<file path="config.mk">
export PLATFORM = sky130hd
export DESIGN_NAME = mem_req_arbiter
export DESIGN_NICKNAME = d
export VERILOG_FILES = /design/src/rtl/tinyalu_pkg.sv /design/src/rtl/rr_picker.sv /design/src/rtl/mem_req_arbiter.sv
export SDC_FILE = /design/constraint.sdc
export NUM_CORES = 1
export LEC_CHECK = 0
export ABC_AREA = 1
export CORE_ASPECT_RATIO = 1.75
export CORE_UTILIZATION = 40
export DETAILED_ROUTE_END_ITERATION = 8
export GPL_ROUTABILITY_DRIVEN = 0
export MAX_ROUTING_LAYER = met4
export PLACE_DENSITY = 0.81
export SLEW_MARGIN = 20
export SYNTH_ARGS = -nofsm -noshare
export SYNTH_HDL_FRONTEND = slang
export SYNTH_SLANG_ARGS = --single-unit
</file>
<file path="constraint.sdc">
create_clock -name clk -period 2.19 [get_ports clk]
set_input_delay 0.3285 -clock clk [delete_from_list [all_inputs] [get_ports clk]]
set_output_delay 0.3285 -clock clk [all_outputs]
set_load 0.01 [all_outputs]
</file>
<file path="src/rtl/tinyalu_pkg.sv">
// Shared types and widths for the tinyalu memory path.
package tinyalu_pkg;

    localparam int unsigned MEM_ADDR_W  = 14;
    localparam int unsigned MEM_WDATA_W = 16;
    localparam int unsigned MEM_RDATA_W = 8;

    typedef enum logic [1:0] {ARB_IDLE, ARB_GRANT, ARB_RELEASE} arb_state_t;
    typedef enum logic {MEM_OP_LOAD, MEM_OP_STORE} mem_op_t;

endpackage

</file>
<file path="src/rtl/rr_picker.sv">
// Combinational round-robin picker: first eligible index at or after the pointer, wrapping.
module rr_picker #(
    parameter int unsigned NREQ = 2
) (
    input  logic [NREQ-1:0]         eligible_i,
    input  logic [$clog2(NREQ)-1:0] ptr_i,
    output logic [$clog2(NREQ)-1:0] winner_o,
    output logic                    found_o
);

    localparam int unsigned IDX_W = $clog2(NREQ);

    logic [IDX_W-1:0] cand;

    always_comb begin
        cand     = '0;
        winner_o = '0;
        found_o  = 1'b0;
        // Walk from the farthest offset back so the nearest eligible requester wins.
        for (int off = int'(NREQ) - 1; off >= 0; off--) begin
            cand = IDX_W'((int'(ptr_i) + off) % int'(NREQ));
            if (eligible_i[cand]) begin
                winner_o = cand;
                found_o  = 1'b1;
            end
        end
    end

endmodule

</file>
<file path="src/rtl/mem_req_arbiter.sv">
// Round-robin arbiter sharing one MIU among NREQ load/store requesters, with a GRANT watchdog.
module mem_req_arbiter
    import tinyalu_pkg::*;
#(
    parameter int unsigned NREQ    = 2,
    parameter int unsigned TIMEOUT = 255
) (
    input  logic                          clk,
    input  logic                          reset_n,
    input  logic [NREQ-1:0]               req_load,
    input  logic [NREQ-1:0]               req_store,
    input  logic [NREQ*MEM_ADDR_W-1:0]    req_addr,
    input  logic [NREQ*MEM_WDATA_W-1:0]   req_wdata,
    output logic [NREQ-1:0]               req_done,
    output logic [NREQ-1:0]               req_err,
    output logic [MEM_RDATA_W-1:0]        req_rdata,
    output logic                          mem_load,
    output logic                          mem_store,
    output logic [MEM_ADDR_W-1:0]         mem_addr,
    output logic [MEM_WDATA_W-1:0]        mem_wdata,
    input  logic [MEM_RDATA_W-1:0]        mem_rdata,
    input  logic                          mem_done,
    output logic                          busy,
    output logic [$clog2(NREQ)-1:0]       grant_id
);

    localparam int unsigned IDX_W  = $clog2(NREQ);
    localparam int unsigned WDOG_W = (TIMEOUT < 2) ? 1 : $clog2(TIMEOUT + 1);

    arb_state_t               state_q, state_d;
    mem_op_t                  op_q, op_d;
    logic [IDX_W-1:0]         ptr_q, ptr_d;
    logic [IDX_W-1:0]         grant_id_q, grant_id_d;
    logic [WDOG_W-1:0]        wdog_q, wdog_d;
    logic [NREQ-1:0]          req_done_q, req_done_d;
    logic [NREQ-1:0]          req_err_q, req_err_d;
    logic [MEM_RDATA_W-1:0]   req_rdata_q, req_rdata_d;
    logic                     mem_load_q, mem_load_d;
    logic                     mem_store_q, mem_store_d;
    logic [MEM_ADDR_W-1:0]    mem_addr_q, mem_addr_d;
    logic [MEM_WDATA_W-1:0]   mem_wdata_q, mem_wdata_d;
    logic                     busy_q, busy_d;

    logic [NREQ-1:0]          eligible;
    logic [IDX_W-1:0]         winner;
    logic                     found;
    logic                     wdog_hit;
    logic [MEM_ADDR_W-1:0]    addr_arr  [NREQ];
    logic [MEM_WDATA_W-1:0]   wdata_arr [NREQ];

    for (genvar g = 0; g < NREQ; g++) begin : g_unpack
        assign addr_arr[g]  = req_addr[g*MEM_ADDR_W +: MEM_ADDR_W];
        assign wdata_arr[g] = req_wdata[g*MEM_WDATA_W +: MEM_WDATA_W];
    end

    assign eligible = req_load | req_store;

    rr_picker #(
        .NREQ (NREQ)
    ) u_picker (
        .eligible_i (eligible),
        .ptr_i      (ptr_q),
        .winner_o   (winner),
        .found_o    (found)
    );

    // wdog_q counts completed GRANT cycles, so +1 is the index of the current one.
    assign wdog_hit = (TIMEOUT != 0) && ((32'(wdog_q) + 32'd1) == TIMEOUT);

    always_comb begin
        state_d     = state_q;
        op_d        = op_q;
        ptr_d       = ptr_q;
        grant_id_d  = grant_id_q;
        wdog_d      = wdog_q;
        req_done_d  = '0;
        req_err_d   = '0;
        req_rdata_d = req_rdata_q;
        mem_load_d  = mem_load_q;
        mem_store_d = mem_store_q;
        mem_addr_d  = mem_addr_q;
        mem_wdata_d = mem_wdata_q;

        unique case (state_q)
            ARB_IDLE: begin
                if (found) begin
                    grant_id_d = winner;
                    wdog_d     = '0;
                    if (req_load[winner] && req_store[winner]) begin
                        req_err_d[winner] = 1'b1;
                        state_d           = ARB_RELEASE;
                    end else begin
                        op_d        = req_store[winner] ? MEM_OP_STORE : MEM_OP_LOAD;
                        mem_load_d  = req_load[winner];
                        mem_store_d = req_store[winner];
                        mem_addr_d  = addr_arr[winner];
                        mem_wdata_d = wdata_arr[winner];
                        state_d     = ARB_GRANT;
                    end
                end
            end
            ARB_GRANT: begin
                wdog_d = wdog_q + 1'b1;
                if (mem_done) begin
                    req_done_d[grant_id_q] = 1'b1;
                    if (op_q == MEM_OP_LOAD) begin
                        req_rdata_d = mem_rdata;
                    end
                    mem_load_d  = 1'b0;
                    mem_store_d = 1'b0;
                    state_d     = ARB_RELEASE;
                end else if (wdog_hit) begin
                    req_err_d[grant_id_q] = 1'b1;
                    mem_load_d            = 1'b0;
                    mem_store_d           = 1'b0;
                    state_d               = ARB_RELEASE;
                end
            end
            ARB_RELEASE: begin
                ptr_d   = (grant_id_q == IDX_W'(NREQ - 1)) ? '0 : grant_id_q + 1'b1;
                state_d = ARB_IDLE;
            end
            default: state_d = ARB_IDLE;
        endcase

        busy_d = (state_d != ARB_IDLE);
    end

    always_ff @(posedge clk) begin
        if (!reset_n) begin
            state_q     <= ARB_IDLE;
            op_q        <= MEM_OP_LOAD;
            ptr_q       <= '0;
            grant_id_q  <= '0;
            wdog_q      <= '0;
            req_done_q  <= '0;
            req_err_q   <= '0;
            req_rdata_q <= '0;
            mem_load_q  <= 1'b0;
            mem_store_q <= 1'b0;
            mem_addr_q  <= '0;
            mem_wdata_q <= '0;
            busy_q      <= 1'b0;
        end else begin
            state_q     <= state_d;
            op_q        <= op_d;
            ptr_q       <= ptr_d;
            grant_id_q  <= grant_id_d;
            wdog_q      <= wdog_d;
            req_done_q  <= req_done_d;
            req_err_q   <= req_err_d;
            req_rdata_q <= req_rdata_d;
            mem_load_q  <= mem_load_d;
            mem_store_q <= mem_store_d;
            mem_addr_q  <= mem_addr_d;
            mem_wdata_q <= mem_wdata_d;
            busy_q      <= busy_d;
        end
    end

    assign req_done  = req_done_q;
    assign req_err   = req_err_q;
    assign req_rdata = req_rdata_q;
    assign mem_load  = mem_load_q;
    assign mem_store = mem_store_q;
    assign mem_addr  = mem_addr_q;
    assign mem_wdata = mem_wdata_q;
    assign busy      = busy_q;
    assign grant_id  = grant_id_q;

endmodule

</file>
== Word level (Yosys, flattened, before mapping) ==
Index checks and enable logic that the tools add are counted.

* Bits in registers: 58
* Input port bits: 75
* Output and inout bits: 46

* Add/subtract/negate cells: 4
* Magnitude comparators: 7
* Equal/unequal tests: 6
* Mux-type cells: 44
* Bitwise gates (word level): 4
* Reduce and logical (&&, ||, !) cells: 12

{| class="wikitable"
|+ Operators by type and width
! cell !! count
|-
| 16-bit 2-to-1 mux || 3
|-
| 14-bit 2-to-1 mux || 3
|-
| 1-bit 2-to-1 mux || 22
|-
| 2-bit 2-to-1 mux || 8
|-
| 8-bit case mux with 2 select lines || 1
|-
| 8-bit by 1-bit adder with 9-bit output (second input constant) || 1
|-
| 9-bit by 8-bit equality test with 1-bit output (second input constant) || 1
|-
| 3-bit AND reduction || 3
|-
| 8-bit by 1-bit adder with 8-bit output (second input constant) || 1
|-
| 1-bit by 2-bit less-than comparator with 1-bit output (second input constant) || 4
|-
| 8-bit 2-to-1 mux || 1
|-
| 2-bit case mux with 2 select lines || 2
|-
| 2-bit inequality test (second input constant) || 2
|-
| 1-bit case mux with 2 select lines || 2
|-
| 2-bit AND reduction || 2
|-
| 4-bit AND reduction || 1
|-
| 2-bit nonzero test || 2
|-
| 1-bit logical AND || 3
|-
| 3-bit inequality test (second input constant) || 1
|-
| 1-bit adder (second input constant) || 2
|-
| 1-bit demux with 1-bit select || 2
|-
| 2-bit by 1-bit equality test with 1-bit output (second input constant) || 1
|-
| 2-bit equality test (second input constant) || 1
|-
| 1-bit greater-or-equal comparator (second input constant) || 2
|-
| other kinds (5) || 6
|}

== Logic depth before layout (Yosys ltp) ==
* Depth in word-level cells: 12
* Gate-level depth with buffers: 12

== By module ==
From an unflattened synthesis, not the netlist that was laid out.

* Cells, all modules: 353
* Area total of the unflattened synthesis: 2615.0 um2

{| class="wikitable"
|+ Modules (own cells, without submodules)
! module !! times used !! cells an instance !! area each (um2) !! sequential area each (um2)
|-
| mem_req_arbiter || 1 || 349 || 2596.2 || 1161.1
|-
| rr_picker || 1 || 4 || 18.8 || 0.0
|}

== Least setup slack after synthesis ==
No wires, ideal clock.

* Path kind: flip-flop to flip-flop
* From: register wdog_q[1]
* To: register mem_load_q (netlist: mem_load)
* Arrival: 1.339 ns
* Data required time: 2.075 ns
* Setup slack: 0.736 ns
* Stages on the path, launching flop included: 13
* Cells stage by stage: dfxtp_1 ha_1 nand2_2 inv_1 nand3_1 nand2_1 nand2_1 nor2_2 nand2_2 nand2_2 nand3_1 nand2_1 nor2_1

* Word-level cells in the longest chain between the ends: 4

{| class="wikitable"
|+ RTL lines
! element !! line !! source
|-
| from (decl) || mem_req_arbiter.sv:34 || <nowiki>logic [WDOG_W-1:0] wdog_q, wdog_d;</nowiki>
|-
| from (signal assigned) || mem_req_arbiter.sv:149 || <nowiki>wdog_q <= wdog_d;</nowiki>
|-
| 8-bit by 1-bit adder with 9-bit output || mem_req_arbiter.sv:68 || <nowiki>assign wdog_hit = (TIMEOUT != 0) && ((32'(wdog_q) + 32'd1) == TIMEOUT);</nowiki>
|-
| 9-bit by 8-bit equality test with 1-bit output || mem_req_arbiter.sv:68 ||
|-
| 3-bit inequality test (no source line) || - ||
|-
| 4-bit AND reduction (no source line) || - ||
|-
| to (signal assigned) || mem_req_arbiter.sv:153 || <nowiki>mem_load_q <= mem_load_d;</nowiki>
|-
| to (decl) || mem_req_arbiter.sv:38 || <nowiki>logic mem_load_q, mem_load_d;</nowiki>
|}

No other way between the ends.
A chain may end at the register's enable or synchronous reset.

== Worst setup path in the final report ==
* From: input port req_store[0]
* To: register mem_wdata_q[4] (netlist: mem_wdata[4])

* Word-level cells in the longest chain between the ends: 10
* Elaborated cells on any way between the ends: 20
* Those cells by class: 15 x mux; 3 x bitwise; 2 x reduce/logical

{| class="wikitable"
|+ RTL lines
! element !! line !! source
|-
| from (decl) || mem_req_arbiter.sv:11 || <nowiki>input logic [NREQ-1:0] req_store,</nowiki>
|-
| 2-bit bitwise OR || mem_req_arbiter.sv:56 || <nowiki>assign eligible = req_load | req_store;</nowiki>
|-
| 1-bit 2-to-1 mux (implied by the code) (2 in a row) || rr_picker.sv:22 || <nowiki>if (eligible_i[cand]) begin</nowiki>
|-
| 1-bit 2-to-1 mux (2 in a row) || rr_picker.sv:22 ||
|-
| 1-bit 2-to-1 mux (implied by the code) (2 in a row) || mem_req_arbiter.sv:89 || <nowiki>if (req_load[winner] && req_store[winner]) begin</nowiki>
|-
| 1-bit logical AND || mem_req_arbiter.sv:89 ||
|-
| 1-bit NOT (no source line) || - ||
|-
| 3-bit AND reduction (no source line) || - ||
|-
| to (signal assigned) || mem_req_arbiter.sv:156 || <nowiki>mem_wdata_q <= mem_wdata_d;</nowiki>
|-
| to (decl) || mem_req_arbiter.sv:41 || <nowiki>logic [MEM_WDATA_W-1:0] mem_wdata_q, mem_wdata_d;</nowiki>
|}

Parallel ways exist; a longest one is shown, timed or not. The select of a mux whose other input is x is not followed.

==> reports/metrics.cfg <==
[setup_path]
endpoint_kind=flop
worst_r2r_path_depth=12
worstPathArrival_ns=1.97
critPathMaxFanout=31
start_kind=primary input
crit_required_ns=2.44
crit_type=primary input to flop

[synth]
synth_nets=489
yosys.area_share.simple_pct=37.1
synth.distinct_cells=25
synthTopCellsByArea=dfxtp_1 43%, nand2_1 19%, nor2_1 12%
synth_xor_area_share_pct=0.325
synth_cells=412
synth_compound_area_share_pct=11.9
yosys.area.top_type=dfxtp_1
yosys.area.top_type_share_pct=43.1
synth_area_mm2=0.00270
ys_seq_elements=58
synth_warnings=0
yosysSeqAreaShare_pct=43.1
synth_area_per_cell_um2=6.54
synth-adder-area-share_pct=0.929
synth_top_family_by_area=simple AND/OR/NAND/NOR gates
synthMuxAreaShare_pct=0

[die]
ioPinCount=121
initial_core_util_pct=41.2
die_w_um=64.1
fp.dieH_um=111
num_rows=39
core_area_mm2=0.00654
die_area_mm2=0.00708

[worst_hold_path]
hold_path_class=flop to flop
whs_path_depth=2

[timing]
finalSetupViolCount=0
final_max_slew_viol_count=0
hold_viol=0
period_share_pct=78.3
tightest_slew_ns=0.540
fmax_ghz=0.583
worst_slew_margin_rel_pct=64.0
rsz0062_at_grt=no
timing.final.crit_period_ns=1.72
clock_skew_ns=0.00564
fin_setup_tns_ns=0

[global_route]
grt_start_max_net_pins=36
track_usage_pct=23.4
grt_pass1_wl_mm=12.4
grt_antenna_before_repair=0
grt_pass1_vias=2921
grt.overflow.total=0

[detailed_routing]
drc=0
vias=2981
drtIter0Drc=96
drt_wl_total_mm=7.45
wl_per_cell_um=12.0
viasPerCell=4.82
ant_nets=0
drt_pass1_iterations=4

[place]
io_buffers=120
post-dp-hpwl_mm=5.63
postPlaceCellArea_mm2=0.00396
dp_cells=603

[run_status]
status=complete, no violations

[finish]
drive_gt1_share_pct=7.08
mostFrequentLayoutCells=134 x nand2_1, 120 x clkdlybuf4s50_1, 87 x nor2_1
fillers=605
diodes=0
final_common_cell=nand2_1
area_growth_syn_to_layout_pct=57.6
fin_cells=619
fin_area_mm2=0.00425
finalNetCount=609

[clock_network]
cts.sinks=58
cts_tree=done
cts.clk_slew.worst_paths_ns=0.05
clkLatencyLatePin_ns=0.32
numCtsBuffers=9
cts_resized=0
cts_hold_buf=0
root_buffer=clkbuf_16
h-tree-depth=3
max-clock-path-buffers=2
post_cts_buffers=0

[power_and_ir_drop]
irDropWorstVdd_mv=0.702
powerDensity_mw_per_mm2=843
p_leak_nw=1.86

[job]
drv_cap=0

[registers in the layout (all words and copies together) (netlist names), 2 cells and up]
name       cells
mem_addr      14
req_done       2
req_err        2
mem_wdata     16
state_q        2
req_rdata      8
wdog_q         8
[cells by family (layout without fill, tap and decap cells)]
family                   count (synthesis)  count (layout)
adder cells (fa/ha/maj)                  2               2
XOR/XNOR                                 1               1
AO/OA/AOI/OAI                           62              62
flip-flops                              58              58
buffers and inverters                   40             165
AND/OR/NAND/NOR                        249             249
[critical path, cell delays in order]
cell and delay (ns):
clkdlybuf4s50_1 0.46, o21ai_2 0.21, nand2_2 0.08, nand2_1 0.06
nand2_1 0.07, nand2_1 0.08, nand2_2 0.06, inv_2 0.41
nor2_1 0.09, nor2_1 0.13
[stage by stage]
step	utilization, %	hold slack [ns]	worst slack, ns	total power (W)
after detailed placement	60.6	0.471	0.155	0.00231
after global routing	64.9	0.503	0.274	0.00378
after global placement	60.6	0.462	0.239	0.00229
final	64.9	0.478	0.474	0.00358
after CTS	64.9	0.482	0.467	0.00361
after floorplan	-	0.452	0.736	0.00180
[Yosys cell counts]
cell type  count
nand2_1      134
nor2_1        87
dfxtp_1       58
o21ai_0       42
inv_1         21
a21oi_1       17
nand3_1        9
clkbuf_1       8
nand2_2        5
nor2_2         5
buf_2          3
buf_6          3
clkbuf_2       3
ha_1           2
inv_2          2
nand4_1        2
nor4_1         2
or2_2          2
nand3_2        1
nor3_1         1
nor3_2         1
o21ai_1        1
o21ai_2        1
o21bai_2       1
xor2_1         1
[final cells by class]
type,instances,area [µm²],area share [%]
inverters,23,86.3,2.03
well taps,82,103,2.42
clock inverters,2,10.0,0.236
flip-flops and latches,58,1160,27.3
multi-input cells,314,1350,31.9
clock buffers,14,274,6.45
repair buffers,126,1260,29.6
[layer usage]
| layer | global-route usage [%] | part of all wire, % | vias up |
|---|---|---|---|
| met1 | 21.2 | 36 | 1323 |
| met5 | - | 0 | - |
| met4 | 16.8 | 5.6 | 0 |
| met2 | 41.8 | 54 | 94 |
| met3 | 4.75 | 4.4 | 32 |
| li1 | - | - | 1532 |
[path summary, 6_finish.rpt]
path	startpoint	to	slack [ns]
worst max-delay path	req_store[0]	mem_wdata[4]	0.47
worst min-delay path	mem_wdata[13]	mem_wdata[13]	0.48
worst min register to register	mem_wdata[13]	mem_wdata[13]	0.48
worst max register to register	wdog_q[1]	mem_load	0.50
[where the power goes]
group	internal (W)	total (W)	leakage, nW	switching, W
registers	0.00121	0.00129	0.478	0.0000804
logic	0.000495	0.000995	1.24	0.000500
clock network	0.000852	0.00130	0.143	0.000446
Power figures use the tool's default switching activity.
